$ cat src/rtl/tx_fsm_pkg.sv
// Shared types and constants for the stop-and-wait transmit block.
//   state_t      : transmit FSM states
//   WR_EN..FAIL  : bit positions on uio_in / uio_out
//   UIO_OE       : fixed bidirectional-pin direction mask (7:4 out, 3:0 in)
package tx_fsm_pkg;

  localparam int unsigned DATA_W = 8;

  typedef enum logic [1:0] {
    IDLE  = 2'd0,
    SEND  = 2'd1,
    WAIT  = 2'd2,
    ERROR = 2'd3
  } state_t;

  // uio_in bit positions
  localparam int unsigned WR_EN    = 0;
  localparam int unsigned ACK      = 1;
  localparam int unsigned NACK     = 2;
  // uio_out bit positions
  localparam int unsigned SEQ      = 3;
  localparam int unsigned TX_VALID = 4;
  localparam int unsigned FULL     = 5;
  localparam int unsigned EMPTY    = 6;
  localparam int unsigned FAIL     = 7;

  localparam logic [7:0] UIO_OE = 8'hF0;

endpackage

$ cat src/rtl/tt_um_tx_fsm.sv
// Tiny Tapeout wrapper: wires the standard user-project pins straight to tx_fsm.
//   clk, rst_n, ena, ui_in, uio_in : standard TT inputs
//   uo_out, uio_out, uio_oe        : standard TT outputs
module tt_um_tx_fsm (
  input  logic       clk,
  input  logic       rst_n,
  input  logic       ena,
  input  logic [7:0] ui_in,
  input  logic [7:0] uio_in,
  output logic [7:0] uo_out,
  output logic [7:0] uio_out,
  output logic [7:0] uio_oe
);

  tx_fsm u_tx_fsm (
    .clk     (clk),
    .rst_n   (rst_n),
    .ena     (ena),
    .ui_in   (ui_in),
    .uio_in  (uio_in),
    .uo_out  (uo_out),
    .uio_out (uio_out),
    .uio_oe  (uio_oe)
  );

endmodule

$ cat src/rtl/tx_fsm_fifo.sv
// Synchronous first-word-fall-through FIFO holding bytes awaiting transmission.
//   clk, rst_n : clock, async active-low reset
//   push, din  : write strobe and data (ignored while full)
//   pop        : remove head entry (ignored while empty)
//   dout       : current head entry
//   full/empty : registered occupancy flags
module tx_fsm_fifo #(
  parameter int unsigned DEPTH = 4,
  parameter int unsigned W     = 8
) (
  input  logic         clk,
  input  logic         rst_n,
  input  logic         push,
  input  logic         pop,
  input  logic [W-1:0] din,
  output logic [W-1:0] dout,
  output logic         full,
  output logic         empty
);

  localparam int unsigned PTR_W = (DEPTH > 1) ? $clog2(DEPTH) : 1;
  localparam int unsigned CNT_W = PTR_W + 1;

  logic [W-1:0]     mem [DEPTH];
  logic [PTR_W-1:0] wr_ptr;
  logic [PTR_W-1:0] rd_ptr;
  logic [CNT_W-1:0] count;
  logic [CNT_W-1:0] count_d;
  logic             push_ok;
  logic             pop_ok;

  // Gate on the registered flags, so a pop never frees a slot for a same-cycle push.
  assign push_ok = push & ~full;
  assign pop_ok  = pop & ~empty;
  assign count_d = count + CNT_W'(push_ok) - CNT_W'(pop_ok);
  assign dout    = mem[rd_ptr];

  // Pointers, count and flags; power-of-two depth lets the pointers wrap naturally.
  always_ff @(posedge clk or negedge rst_n) begin
    if (!rst_n) begin
      wr_ptr <= '0;
      rd_ptr <= '0;
      count  <= '0;
      full   <= 1'b0;
      empty  <= 1'b1;
    end else begin
      if (push_ok) wr_ptr <= wr_ptr + PTR_W'(1);
      if (pop_ok)  rd_ptr <= rd_ptr + PTR_W'(1);
      count <= count_d;
      full  <= (count_d == CNT_W'(DEPTH));
      empty <= (count_d == '0);
    end
  end

  // Storage array, no reset needed.
  always_ff @(posedge clk) begin
    if (push_ok) mem[wr_ptr] <= din;
  end

endmodule

$ cat src/rtl/tx_fsm.sv
// Byte transmit path with stop-and-wait ARQ: queues bytes, presents the head
// byte with a one-cycle tx_valid strobe, retransmits on NACK/timeout and drops
// the byte (setting sticky fail) once retries are exhausted.
//   clk, rst_n : clock, async active-low reset
//   ena        : design select, unused
//   ui_in      : byte to push
//   uio_in     : [0] wr_en, [1] ack, [2] nack
//   uo_out     : transmit data register
//   uio_out    : [3] seq, [4] tx_valid, [5] fifo_full, [6] fifo_empty, [7] fail
//   uio_oe     : constant 8'hF0
// Optional: define TX_FSM_SEQ_BIT_EN to drive an alternating sequence bit on
// uio_out[3]; otherwise that bit is tied to 0.
module tx_fsm
  import tx_fsm_pkg::*;
#(
  parameter int unsigned DEPTH     = 4,
  parameter int unsigned MAX_RETRY = 3,
  parameter int unsigned TIMEOUT   = 16
) (
  input  logic       clk,
  input  logic       rst_n,
  input  logic       ena,
  input  logic [7:0] ui_in,
  input  logic [7:0] uio_in,
  output logic [7:0] uo_out,
  output logic [7:0] uio_out,
  output logic [7:0] uio_oe
);

  localparam int unsigned RTY_W = (MAX_RETRY > 0) ? $clog2(MAX_RETRY + 1) : 1;
  localparam int unsigned TMO_W = (TIMEOUT > 1) ? $clog2(TIMEOUT) : 1;

  state_t              state_q, state_d;
  logic [RTY_W-1:0]    retry_q, retry_d;
  logic [TMO_W-1:0]    tmo_q, tmo_d;
  logic [DATA_W-1:0]   data_q, data_d;
  logic                fail_q, fail_d;
  logic                tx_valid_q, tx_valid_d;
  logic                pop_c;
  logic                seq_bit;

  logic [DATA_W-1:0]   fifo_dout;
  logic                fifo_full;
  logic                fifo_empty;

  logic                wr_en;
  logic                ack;
  logic                nack;
  logic                unused_pins;

  assign wr_en       = uio_in[WR_EN];
  assign ack         = uio_in[ACK];
  assign nack        = uio_in[NACK];
  assign unused_pins = &{1'b0, ena, uio_in[7:3]};

  tx_fsm_fifo #(
    .DEPTH (DEPTH),
    .W     (DATA_W)
  ) u_fifo (
    .clk   (clk),
    .rst_n (rst_n),
    .push  (wr_en),
    .pop   (pop_c),
    .din   (ui_in),
    .dout  (fifo_dout),
    .full  (fifo_full),
    .empty (fifo_empty)
  );

  // Next-state, counters and pop strobe.
  always_comb begin
    state_d = state_q;
    retry_d = retry_q;
    tmo_d   = tmo_q;
    data_d  = data_q;
    fail_d  = fail_q;
    pop_c   = 1'b0;
    case (state_q)
      IDLE: begin
        // Head byte is only copied here; it leaves the FIFO on ACK or drop.
        if (!fifo_empty) begin
          data_d  = fifo_dout;
          state_d = SEND;
        end
      end
      SEND: begin
        tmo_d   = '0;
        state_d = WAIT;
      end
      WAIT: begin
        if (ack) begin
          pop_c   = 1'b1;
          retry_d = '0;
          state_d = IDLE;
        end else if (nack || (tmo_q == TMO_W'(TIMEOUT - 1))) begin
          if (retry_q < RTY_W'(MAX_RETRY)) begin
            retry_d = retry_q + RTY_W'(1);
            state_d = SEND;
          end else begin
            state_d = ERROR;
          end
        end else begin
          tmo_d = tmo_q + TMO_W'(1);
        end
      end
      ERROR: begin
        pop_c   = 1'b1;
        retry_d = '0;
        fail_d  = 1'b1;
        state_d = IDLE;
      end
      default: state_d = IDLE;
    endcase
  end

  // tx_valid is registered so it is high exactly while the FSM sits in SEND.
  assign tx_valid_d = (state_d == SEND);

  // State and datapath registers.
  always_ff @(posedge clk or negedge rst_n) begin
    if (!rst_n) begin
      state_q    <= IDLE;
      retry_q    <= '0;
      tmo_q      <= '0;
      data_q     <= '0;
      fail_q     <= 1'b0;
      tx_valid_q <= 1'b0;
    end else begin
      state_q    <= state_d;
      retry_q    <= retry_d;
      tmo_q      <= tmo_d;
      data_q     <= data_d;
      fail_q     <= fail_d;
      tx_valid_q <= tx_valid_d;
    end
  end

`ifdef TX_FSM_SEQ_BIT_EN
  logic seq_q;

  // Alternates once per byte leaving the FIFO; steady across retransmissions.
  always_ff @(posedge clk or negedge rst_n) begin
    if (!rst_n) begin
      seq_q <= 1'b0;
    end else if (pop_c) begin
      seq_q <= ~seq_q;
    end
  end

  assign seq_bit = seq_q;
`else
  assign seq_bit = 1'b0;
`endif

  // Pin mapping.
  always_comb begin
    uio_out           = '0;
    uio_out[SEQ]      = seq_bit;
    uio_out[TX_VALID] = tx_valid_q;
    uio_out[FULL]     = fifo_full;
    uio_out[EMPTY]    = fifo_empty;
    uio_out[FAIL]     = fail_q;
  end

  assign uo_out = data_q;
  assign uio_oe = UIO_OE;

endmodule

$ cat config.mk
export PLATFORM = sky130hd
export DESIGN_NAME = tt_um_tx_fsm
export DESIGN_NICKNAME = d
export VERILOG_FILES = /design/src/rtl/tx_fsm_pkg.sv /design/src/rtl/tt_um_tx_fsm.sv /design/src/rtl/tx_fsm_fifo.sv /design/src/rtl/tx_fsm.sv
export SDC_FILE = /design/constraint.sdc
export NUM_CORES = 1
export LEC_CHECK = 0
export ABC_AREA = 1
export BUFFER_PORTS_ARGS = -buffer_cell sky130_fd_sc_hd__clkbuf_2
export CORE_MARGIN = 3
export CORE_UTILIZATION = 45
export CTS_BUF_LIST = sky130_fd_sc_hd__clkbuf_4 sky130_fd_sc_hd__clkbuf_8 sky130_fd_sc_hd__clkbuf_16
export CTS_CLUSTER_DIAMETER = 150
export CTS_CLUSTER_SIZE = 8
export DETAILED_ROUTE_END_ITERATION = 6
export HOLD_SLACK_MARGIN = 0.06
export PLACE_DENSITY = 0.68
export SLEW_MARGIN = 20
export SYNTH_ARGS = -nofsm -noshare
export SYNTH_HDL_FRONTEND = slang
export SYNTH_SLANG_ARGS = --single-unit
$ cat constraint.sdc
create_clock -name clk -period 2.42 [get_ports clk]
set_clock_uncertainty 0.2 [all_clocks]
set_input_delay 0.242 -clock clk [delete_from_list [all_inputs] [get_ports clk]]
set_output_delay 0.242 -clock clk [all_outputs]
set_load 0.005 [all_outputs]
==> flow_summary.ini <==
[run_status]
outcome = finished clean

[synthesis]
synth-seq-cells = 59
yosysWarnings = 0
syn_area_per_cell_sq_um = 9.52
synth_top_family_by_area = simple AND/OR/NAND/NOR gates
netlist_instances = 297
synth_adder_area_share_pct = 4.25
synth-simple-area-share_pct = 19.1
synth-compound-area-share_pct = 2.65
synth_xor_area_share_pct = 1.24
ys_types = 25
muxShareOfSynthArea_pct = 0
yosysSeqAreaShare_pct = 57.9
syn_area_sq_mm = 0.00283

[sta]
period_share_pct = 94.7
min_period_ns = 2.29
tns_ns = 0
relSlewSlack_pct = 54.4
hold_viol = 0
clock.fmax_mhz = 436
worst_pin_slew_ns = 0.684
final-setup-viol-count = 0
drv_slew = 0
rsz0062_at_grt = no

[floorplan]
die_area_sq_mm = 0.00727
rows = 28
initial_core_util_pct = 47.2
core-area_sq_mm = 0.00599
num_io_pins = 43
fp.dieH_um = 85.3
die_w_um = 85.3

[placement]
gp_congestion = 0.791
io_buffer_count = 24
dp_hpwl_mm = 3.20

[worst_hold_path]
holdPathEnd = u_tx_fsm.state_q[0]
min_path_cells = 5
worstHoldStart = uio_in[2]
hold_class = in2reg

[setup_path]
reg2reg_from = u_tx_fsm.u_fifo.empty
critPathKind = reg2reg
path_max_fanout = 3
cpPeakStageDelay_ns = 0.58
required_ns = 2.48
r2r-end = u_tx_fsm.u_fifo.full
cpMaxStageDelayCell = dfstp_2
arrival_ns = 2.35
reg2reg_depth = 9
critPathLaunchType = flip-flop
r2r_slack_ns = 0.13
worst_setup_path_end_kind = flip-flop
cpMostUsedCell = inv_1
cp_cell_sequence = nor3_4, ha_1, inv_1, ha_1, inv_1, fa_1, inv_1, or2_4, a21oi_2

[clock_tree]
htreeDepth = 3
clock_latency_ns = 0.33
numCtsBuffers = 9
cts_max_path_buffers = 2
clock-root-buffer = clkbuf_8
cts.clk_slew.worst_paths_ns = 0.06
cts.sinks = 59
cts_tree = done

[job]
max_cap_viol_count = 0

[cells_and_area]
nNetsFinal = 368
final-seq-area_sq_mm = 0.00164
drive_above_1_share_pct = 17.2
fin_util_pct = 54.4
diodes = 0
n_fill_cell = 529
syn2layout_area_growth_pct = 15.2
multi_input_area_sq_um = 821

[routing]
num_vias = 1856
wl_mm = 4.76
route.detailed.drc = 0
drt_iter0_drc = 64
drtAntennaViolNets = 0
drt_pre_antenna_iters = 4
wire_per_inst_um = 11.3
drt-vias-per-instance = 4.43

[grt]
grt_pass1_vias = 1784
grt_util_all_layers_pct = 14.9
grt_start_max_net_pins = 28
grt_pass1_wl_mm = 8.31
overflow = 0
antenna_found_initial = 0

[power]
ir_drop_mv = 0.560
finalPower_mw = 3.62
p_leak_nw = 1.67
powerDensity_mw_per_mm2 = 1110
-- critical path: cells and delay by family (launching register included) --
kind,cells,cell delay [ns]
adder cells (fa/ha/maj),3,0.90
flip-flops,1,0.58
AND/OR/NAND/NOR,2,0.29
buffers and inverters,3,0.16
AO/OA/AOI/OAI,1,0.10
-- layout by cell type (no fill, tap or decap) --
master and count:
or2_4 1, edfxtp_1 32, o21ai_0 6, clkbuf_8 9, a21oi_1 3, nor2_4 1, fa_1 1, xnor2_1 2
clkinv_1 2, nor3_4 2, dfrtp_1 26, inv_1 65, buf_4 11, dfstp_2 1, clkbuf_2 24, o21bai_1 1
nand4_2 1, clkbuf_4 5, dlygate4sd3_1 9, or2_2 1, a21oi_2 1, xor2_1 2, nand2_1 77, o21ai_2 2
ha_1 8, nand4_1 1, conb_1 12, nor2_1 12, nand3_1 26
-- stage by stage --
| step | hold WS (ns) | worst slack [ns] | std cells | cell area, sq um |
|---|---|---|---|---|
| 6_report | 0.0947 | 0.129 | 419 | 3260 |
| 5_1_grt | 0.137 | 0.0394 | 419 | 3260 |
| 4_1_cts | 0.0810 | 0.0380 | 417 | 3240 |
| 3_5_place_dp | 0.127 | 0.0733 | 393 | 2980 |
| 3_3_place_gp | 0.116 | 0.102 | 393 | 2980 |
| 2_1_floorplan | -0.254 | 0.0653 | 307 | 2870 |
-- cells in the mapped netlist, drive strengths merged --
cell type  number  area, sq um
dfstp           1         26.3
edfxtp         32          961
xnor2           2         17.5
nor2           13         56.3
inv            65          244
nand2          77          289
o21ai           8         47.6
xor2            2         17.5
or2             2         12.5
nand4           2         18.8
ha              8          100
a21oi           4         20.0
nand3          26          130
o21bai          1         7.51
dfrtp          26          651
fa              1         20.0
nor3            2         32.5
buf            22          165
conb            2         7.51
clkinv          1         3.75
-- layer usage --
metal / wire (um) / global-route usage (%)
met2: 2230 / 23.4
met1: 2220 / 18.9
met4: 87 / 7.63
met3: 222 / 4.17
met5: 0 / 0
-- where the power goes --
part | switching (mW) | leakage, nW | internal [mW]
combinational | 0.806 | 0.958 | 0.525
sequential | 0.156 | 0.626 | 1.37
clock | 0.345 | 0.0893 | 0.420
-- registers in the layout (all words and copies together), names as in the netlist --
signal / count
u_tx_fsm.u_fifo.rd_ptr: 2
u_tx_fsm.tx_valid_q: 1
u_tx_fsm.u_fifo.mem: 32
u_tx_fsm.u_fifo.empty: 1
u_tx_fsm.fail_q: 1
u_tx_fsm.uo_out: 8
u_tx_fsm.retry_q: 2
u_tx_fsm.u_fifo.wr_ptr: 2
u_tx_fsm.state_q: 2
u_tx_fsm.tmo_q: 4
u_tx_fsm.u_fifo.full: 1
u_tx_fsm.u_fifo.count: 3
-- timing repair --
action,CTS,global route
setup endpoints to repair,0,1
endpoints found under the hold margin,58,0
hold buffers,9,0
gates resized for setup,0,2
setup buffers,0,2
-- logic make-up after synthesis --
logic type,Yosys count
other,2
AO/OA/AOI/OAI,13
adder cells (fa/ha/maj),9
XOR/XNOR,4
buffers and inverters,88
flip-flops,59
AND/OR/NAND/NOR,122
-- worst max-delay path by stage --
stage | startpoint | slack [ns] | depth (start not counted) | end
2_1_floorplan | u_tx_fsm.state_q[1] | 0.07 | 11 | u_tx_fsm.u_fifo.full
3_3_place_gp | u_tx_fsm.u_fifo.empty | 0.10 | 9 | u_tx_fsm.u_fifo.full
6_report | u_tx_fsm.u_fifo.empty | 0.13 | 9 | u_tx_fsm.u_fifo.full
4_1_cts | u_tx_fsm.u_fifo.empty | 0.04 | 9 | u_tx_fsm.u_fifo.full
3_5_place_dp | u_tx_fsm.u_fifo.empty | 0.07 | 9 | u_tx_fsm.u_fifo.full
5_1_grt | u_tx_fsm.state_q[0] | 0.04 | 10 | u_tx_fsm.u_fifo.full
-- layout make-up --
class	count	share of cell area (%)
Clock buffer	14	4.95
Timing Repair Buffer	44	8.99
Sequential cell	59	50.3
Tap cell	75	2.88
Clock inverter	1	0.115
Inverter	66	7.60
Multi-Input combinational cell	160	25.2
(Power assumes the default switching activity.)
